[config.mk]
export PLATFORM = sky130hd
export DESIGN_NAME = ifu_fetch
export DESIGN_NICKNAME = d
export VERILOG_FILES = /design/src/rtl/ifu_fetch.sv
export SDC_FILE = /design/constraint.sdc
export NUM_CORES = 1
export LEC_CHECK = 0
export CORE_UTILIZATION = 50
export CTS_CLUSTER_SIZE = 24
export DETAILED_ROUTE_END_ITERATION = 12
export PLACE_DENSITY_LB_ADDON = 0.25
export SLEW_MARGIN = 20
export SYNTH_ARGS = -nofsm -noshare
export SYNTH_HDL_FRONTEND = slang
export SYNTH_SLANG_ARGS = --single-unit
[constraint.sdc]
create_clock -name clk -period 4.3 [get_ports clk]
set_clock_uncertainty 0.05 [all_clocks]
set_input_delay 1.29 -clock clk [delete_from_list [all_inputs] [get_ports clk]]
set_output_delay 1.29 -clock clk [all_outputs]
set_load 0.01 [all_outputs]
[src/rtl/ifu_fetch.sv]
// -----------------------------------------------------------------------------
// ifu_fetch -- instruction-fetch stage feeding the decoder.
//
// Owns the fetch PC (fpc) and issues word reads to instruction memory over a
// req/ack handshake. Returned words are buffered together with their PCs in a
// small FIFO, and the FIFO head is presented to the decoder as pc/inst. A
// decoder redirect (jCe/jAddr), taken only when the head is consumed, flushes
// every wrong-path fetch.
//
// Parameters:
//   RESET_PC    fetch address after reset
//   FIFO_DEPTH  instruction buffer entries (power of 2, >= 2)
//
// Ports:
//   clk         clock, all state updates on the rising edge
//   rst         synchronous, active-high reset
//   imem_req    fetch request (combinational)
//   imem_addr   fetch word address, low 2 bits always 0
//   imem_ack    request accepted, imem_rdata valid this cycle
//   imem_rdata  fetched instruction word
//   stall       decoder not accepting this cycle
//   jCe         redirect request from the decoder
//   jAddr       redirect target
//   inst_valid  pc/inst hold a valid instruction
//   pc          address of the presented instruction (0 when empty)
//   inst        presented instruction word (0 when empty)
//
// Optional feature, macro IFU_PERF_CNT_EN:
//   fetch_cnt   instructions popped by the decoder (wraps)
//   bubble_cnt  active, non-stalled cycles with nothing to present (wraps)
// -----------------------------------------------------------------------------
module ifu_fetch #(
  parameter logic [31:0] RESET_PC   = 32'h0000_0000,
  parameter int          FIFO_DEPTH = 2
) (
  input  logic        clk,
  input  logic        rst,
  output logic        imem_req,
  output logic [31:0] imem_addr,
  input  logic        imem_ack,
  input  logic [31:0] imem_rdata,
  input  logic        stall,
  input  logic        jCe,
  input  logic [31:0] jAddr,
  output logic        inst_valid,
  output logic [31:0] pc,
  output logic [31:0] inst
`ifdef IFU_PERF_CNT_EN
  ,
  output logic [31:0] fetch_cnt,
  output logic [31:0] bubble_cnt
`endif
);

  localparam int PTR_W = (FIFO_DEPTH > 1) ? $clog2(FIFO_DEPTH) : 1;
  localparam int CNT_W = PTR_W + 1;
  localparam logic [CNT_W-1:0] DEPTH_C = CNT_W'(FIFO_DEPTH);

  typedef enum logic [1:0] {
    S_IDLE,
    S_REQ,
    S_DISCARD
  } state_e;

  state_e             state_q, state_d;
  logic [31:0]        fpc_q, fpc_d;
  logic [31:0]        stale_q, stale_d;   // address of the wrong-path request still in flight
  logic [PTR_W-1:0]   head_q, head_d;
  logic [PTR_W-1:0]   tail_q, tail_d;
  logic [CNT_W-1:0]   count_q, count_d;

  logic [31:0]        fifo_pc_q   [FIFO_DEPTH];
  logic [31:0]        fifo_inst_q [FIFO_DEPTH];

  logic               pop;
  logic               redirect;
  logic               push;
  logic               flush;

  // Presentation: the FIFO head, forced to a nop at address 0 while empty.
  assign inst_valid = (count_q != '0);
  assign pc         = inst_valid ? fifo_pc_q[head_q]   : 32'h0;
  assign inst       = inst_valid ? fifo_inst_q[head_q] : 32'h0;

  assign pop      = inst_valid && !stall;
  // The jump itself is consumed by this pop; a stalled or empty head never redirects.
  assign redirect = pop && jCe;

  // ---------------------------------------------------------------------------
  // Next-state, handshake and FIFO control
  // ---------------------------------------------------------------------------
  always_comb begin
    // NOTE: every signal written here gets a default first so that no path
    // leaves one unassigned, which would infer a latch.
    state_d   = state_q;
    fpc_d     = fpc_q;
    stale_d   = stale_q;
    imem_req  = 1'b0;
    imem_addr = fpc_q;
    push      = 1'b0;
    flush     = 1'b0;

    unique case (state_q)
      S_IDLE: begin
        state_d = S_REQ;
      end

      S_REQ: begin
        // A same-cycle pop frees a slot, so a full FIFO may still request.
        imem_req = (count_q < DEPTH_C) || pop;
        if (redirect) begin
          flush = 1'b1;
          fpc_d = jAddr & 32'hFFFF_FFFC;
          // A request left hanging must still complete; its data is wrong-path.
          if (imem_req && !imem_ack) begin
            state_d = S_DISCARD;
            stale_d = fpc_q;
          end
        end else if (imem_req && imem_ack) begin
          push  = 1'b1;
          fpc_d = fpc_q + 32'd4;
        end
      end

      S_DISCARD: begin
        imem_req  = 1'b1;
        imem_addr = stale_q;
        if (redirect) begin
          flush = 1'b1;
          fpc_d = jAddr & 32'hFFFF_FFFC;
        end
        if (imem_ack) begin
          state_d = S_REQ;
        end
      end

      default: begin
        state_d = S_IDLE;
      end
    endcase

    if (flush) begin
      head_d  = '0;
      tail_d  = '0;
      count_d = '0;
    end else begin
      head_d  = head_q + PTR_W'(pop);
      tail_d  = tail_q + PTR_W'(push);
      count_d = count_q + CNT_W'(push) - CNT_W'(pop);
    end
  end

  // ---------------------------------------------------------------------------
  // Control state
  // ---------------------------------------------------------------------------
  always_ff @(posedge clk) begin
    // NOTE: sequential state uses non-blocking assignments so every register
    // samples the pre-edge values regardless of statement order.
    if (rst) begin
      state_q <= S_IDLE;
      fpc_q   <= RESET_PC;
      stale_q <= RESET_PC;
      head_q  <= '0;
      tail_q  <= '0;
      count_q <= '0;
    end else begin
      state_q <= state_d;
      fpc_q   <= fpc_d;
      stale_q <= stale_d;
      head_q  <= head_d;
      tail_q  <= tail_d;
      count_q <= count_d;
    end
  end

  // ---------------------------------------------------------------------------
  // Buffer storage
  // ---------------------------------------------------------------------------
  // NOTE: the storage array is deliberately not reset; count_q gates every
  // read, so stale contents are never observable.
  always_ff @(posedge clk) begin
    if (push) begin
      fifo_pc_q[tail_q]   <= fpc_q;
      fifo_inst_q[tail_q] <= imem_rdata;
    end
  end

`ifdef IFU_PERF_CNT_EN
  // ---------------------------------------------------------------------------
  // Performance counters
  // ---------------------------------------------------------------------------
  logic [31:0] fetch_cnt_q;
  logic [31:0] bubble_cnt_q;

  always_ff @(posedge clk) begin
    if (rst) begin
      fetch_cnt_q  <= 32'h0;
      bubble_cnt_q <= 32'h0;
    end else begin
      if (pop) begin
        fetch_cnt_q <= fetch_cnt_q + 32'd1;
      end
      if ((state_q != S_IDLE) && !stall && !inst_valid) begin
        bubble_cnt_q <= bubble_cnt_q + 32'd1;
      end
    end
  end

  assign fetch_cnt  = fetch_cnt_q;
  assign bubble_cnt = bubble_cnt_q;
`endif

endmodule
; Word level (Yosys, flattened, before mapping)
; Memories as Yosys holds them, arrays and structs flattened. A register that Yosys moved wholly into a read port is not among the register bits.
; Cells that the tools add are included.
[totals]
regBits = 70
ram_bits = 128
input_bits = 69
output_inout_bits = 98
word_cells = 57
n_memories = 2
[mem_list]
columns = name, words, word_bits, read_ports, rd_clocked_by_memory_dff, wr, line_no
row1 = fifo_inst_q, 2, 32, 1, 1, 1, 73  ; logic [31:0] fifo_inst_q [FIFO_DEPTH];
row2 = fifo_pc_q, 2, 32, 1, 1, 1, 72  ; logic [31:0] fifo_pc_q [FIFO_DEPTH];
[classes]
n_addsub = 5
order_cmp = 1
n_eq_ne = 7
muxes = 21
n_reduce_logical = 15
[ops]
columns = op, n
row1 = two-way mux 32 bit, 6
row2 = one-hot mux 32 bit (2 select lines), 1
row3 = "adder 32 x 3 -> 32 bit, second input constant", 1
row4 = two-way mux 1 bit, 9
row5 = AND reduction 3 bit, 3
row6 = "inequality test 2 bit, second input constant", 4
row7 = two-way mux 2 bit, 3
row8 = one-hot mux 2 bit (3 select lines), 1
row9 = logical AND 1 bit, 4
row10 = nonzero test 2 bit, 2
row11 = OR reduction 2 bit, 2
row12 = "inequality test 3 bit, second input constant", 1
row13 = adder 1 bit, 2
row14 = adder 2 x 1 -> 2 bit, 1
row15 = "equality test 2 x 1 -> 1 bit, second input constant", 1
row16 = "equality test 2 bit, second input constant", 1
row17 = logical NOT 1 bit, 2
row18 = logical NOT 2 bit, 1
row19 = "< comparator 2 bit, second input constant", 1
row20 = one-hot mux 1 bit (2 select lines), 1
row21 = subtractor 2 x 1 -> 2 bit, 1
row22 = logical OR 1 bit, 1

; Logic depth before layout (Yosys ltp)
[logic_depth]
ltp_word = 9
depth_mapped = 9
depth_no_buf = 8

; Worst setup path after synthesis
; OpenSTA, ideal clock, no wires.
[synth_timing]
path_kind = input-to-reg
startpoint = input port stall
endpoint = memory fifo_inst_q[1][0], enable pin
setup_time_ns = 0.427
t_arrival_ns = 3.438
required_ns = 3.823
slack_ns = 0.385
path_stages = 6
path_buffers = 1
cell_sequence = clkbuf_1 -> nor2b_1 -> nor2_1 -> nor2_1 -> nor2_1 -> ha_1
[synth_between]
elab_chain_len = 9
word_cells_on_any_way = 10
classes_between = mux (5) / reduce/logical (5)
[synth_lines]
columns = element, line_no
row1 = start: declaration, 42  ; input logic stall,
row2 = logical NOT 1 bit *, 85  ; assign pop = inst_valid && !stall;
row3 = logical AND 1 bit *, 85
row4 = logical OR 1 bit, 110  ; imem_req = (count_q < DEPTH_C) || pop;
row5 = logical AND 1 bit, 119  ; end else if (imem_req && imem_ack) begin
row6 = two-way mux 1 bit, 119
row7 = two-way mux 1 bit *, 111  ; if (redirect) begin
row8 = two-way mux 1 bit *, 103  ; unique case (state_q)
row9 = two-way mux 1 bit *, 182  ; if (push) begin
row10 = two-way mux 1 bit (not written as such) *, 184  ; fifo_inst_q[tail_q] <= imem_rdata;
row11 = end: declaration, 73
; Mark *: on every way between the ends. The rest lies on a longest branch, timed or not.

; Final worst setup path
[layout_timing]
startpoint = input port stall
endpoint = output port imem_req
[layout_between]
elab_chain_len = 4
[layout_lines]
columns = element, line_no
row1 = logical NOT 1 bit, 85
row2 = logical AND 1 bit, 85
row3 = logical OR 1 bit, 110
row4 = one-hot mux 1 bit (2 select lines), 103
row5 = end: declaration, 38  ; output logic imem_req,
; Every way passes these cells.

==> metrics.txt <==
Hold Crit Class reg -> reg; post-synth cell types 54; cell area after synthesis 0.00845 mm^2; Post-synth ARST share 0%; cts hold-fix bufs 0; Post-Route WL 19.4 mm; first-pass GRT wire length 30.9 mm; Slew @ Worst Pin 904 ps; Synth Flop Type edfxtp_1; Total Routing Usage GR 22.7%; dpl cells 1,102; row cnt 47; Antenna Cells 0; Crit path arrival time 2620 ps; Slowest-stage cell, CP clkdlybuf4s50_1; Slew HR 39.7%; htree depth 4; routed vias/inst 5.55; share of layout cells above drive strength 1 9.85%; setup slack, reg-to-reg 1360 ps; Top Ports 167; CP cell instances clkdlybuf4s50_1 > nand2_1 > a21oi_1 > nor2b_1 > clkdlybuf4s50_1; Final Util 65.7%; die height 132 um; critical path class in -> out; hold depth 2; Clock Pin Slew Worst Setup and Hold Paths 70 ps; Iteration-0 DRC Markers 454; EDFF count, synth 124; Routed wire per std cell 17.1 um; Syn-to-layout area delta 28.4%; Peak VDD IR 0.299 mV; PostCTS Resize Cnt 0; Max Root-Sink Buffers 2; clock root buffer clkbuf_16; commonest non-fill, non-tap cell in the layout clkdlybuf4s50_1; Hold Vio Cnt, Final 0; part of the Yosys area used for sequential elements 59.7%; Initial Util 51.1%; most frequent cells in the layout clkdlybuf4s50_1 (159), edfxtp_1 (124), nand2_1 (91); number of setup buffers added after CTS 0; most frequent CP cell clkdlybuf4s50_1; Final period util 92.1%; Die Area 0.0174 mm^2; Largest stage delay, worst path 580 ps; outcome finished, final reports clean; clock sinks 190; Mapped Avg Cell Area 11.2 um^2; TritonCTS Buffers 17; Worst Reg-to-Reg Cells 8; CP Capture Type primary output; Startpoint Class input port; maxcap violations 0; Worst EP required 2960 ps; pin count of the biggest net entering global routing 51; Final #Nets 978; Yosys reg bits 190; Chip Width 132 um; f_max 253 MHz; Yosys Warn Count 0; Fill cells 1,246; final worst path period need 3960 ps; Final setup viols 0; drt pass-1 iters 5; RR Endpoint fpc_q[28]$_SDFFE_PP0P_; Pleak 3.60 nW; DP Wirelength 12.9 mm; IO Port Bufs 160; Worst-Skew Late Latency 420 ps; RSZ-0062 raised after global routing false; vias in the first global route 6,169; WHS Endpoint stale_q[22]$_SDFFE_PP0P_; Overflow after GRT 0; Gate Count Post-Synth 757; Final GP Congestion 0.811; core area 0.0165 mm^2; Vias 6,292; HP Start stale_q[22]$_SDFFE_PP0P_; peak fanout along the critical path 2; Slew Viols, Final 0; Pwr Total 5.22 mW; crit-path leading delay family buffers and inverters; setup TNS 0 ps; ANT nets after route 0; initial antenna violation count 0; DRC viols 0; Pwr per Cell Area 481 mW/mm^2; Critical R2R Launch state_q[0]$_SDFFE_PP0P_; WP buf/inv 2; CTS tree done; final non-filler cell total 1,134; Critical Path Stages 5
==> through the flow <==
stage	setup WS, ps	hold WS [ps]	instance area, um^2
6_report	341	404	10900
5_1_grt	307	422	10900
3_3_place_gp	344	388	10300
3_5_place_dp	335	397	10300
4_1_cts	331	406	10900
2_1_floorplan	385	370	8460
==> report_power, final <==
| group | total [mW] | internal, mW | switching [mW] |
|---|---|---|---|
| clock | 1.41 | 0.742 | 0.667 |
| sequential | 2.22 | 2.09 | 0.130 |
| combinational | 1.59 | 0.807 | 0.784 |
| total | 5.22 | 3.64 | 1.58 |
==> Yosys cell counts (5+ instances only) <==
library cell	count	area share (%)
a211oi_1	5	0.44
a21o_1	5	0.44
a21oi_1	61	3.6
and2_1	7	0.52
and3_1	10	0.74
buf_2	5	0.30
clkbuf_1	41	1.8
dfxtp_1	66	16
edfxtp_1	124	44
ha_1	8	1.2
inv_1	10	0.44
mux2_2	30	4.0
mux2i_1	67	7.9
nand2_1	91	4.0
nand3_1	18	1.1
nand4_1	8	0.59
nor2_1	91	4.0
nor3_1	8	0.47
o21ai_0	27	1.6
==> how the worst max path moves through the flow <==
stage	from	to
6_report	stall	imem_req
4_1_cts	stall	imem_req
3_5_place_dp	stall	imem_req
5_1_grt	stall	imem_req
3_3_place_gp	stall	imem_req
2_1_floorplan	stall	fifo_inst_q[1][0]$_DFFE_PP_
==> registers in the layout, indices dropped and copies added, names as in the netlist <==
register,count
fifo_pc_q,60
tail_q,1
stale_q,30
head_q,1
count_q,2
state_q,2
fpc_q,30
fifo_inst_q,64
==> cell type report <==
cell class / count / area (um^2) / area share (%)
Tap cell: 220 / 275 / 2.54
Clock buffer: 19 / 433 / 3.99
Clock inverter: 13 / 92.6 / 0.853
Timing Repair Buffer: 177 / 1800 / 16.6
Multi-Input combinational cell: 505 / 3170 / 29.2
Inverter: 10 / 37.5 / 0.346
Sequential cell: 190 / 5050 / 46.5
==> metal layers <==
layer / up-vias / part of all wire, % / GRT usage, %
li1: 3026 / - / -
met1: 3009 / 43 / 29.2
met2: 239 / 50 / 38.4
met3: 18 / 6.1 / 4.73
met4: 0 / 1.1 / 7.17
met5: - / 0 / 0
==> worst min-delay path, cell delays in order (launching register included) <==
cell	delay, ps
dfxtp_1	310
nand2_1	50
a21oi_1	50
==> kinds of logic (layout without fill, tap and decap cells) <==
group	after synthesis	count (layout)	synth area share, %
xor+xnor	2	2	0.207
compound gates	128	128	9.09
buf+inv	65	219	3.23
other cells	1	4	0.0444
mux	97	97	11.9
flops	190	190	59.7
simple gates	266	266	14.6
fa+ha+maj	8	8	1.18
No activity file was read; power rests on OpenSTA's default activity.
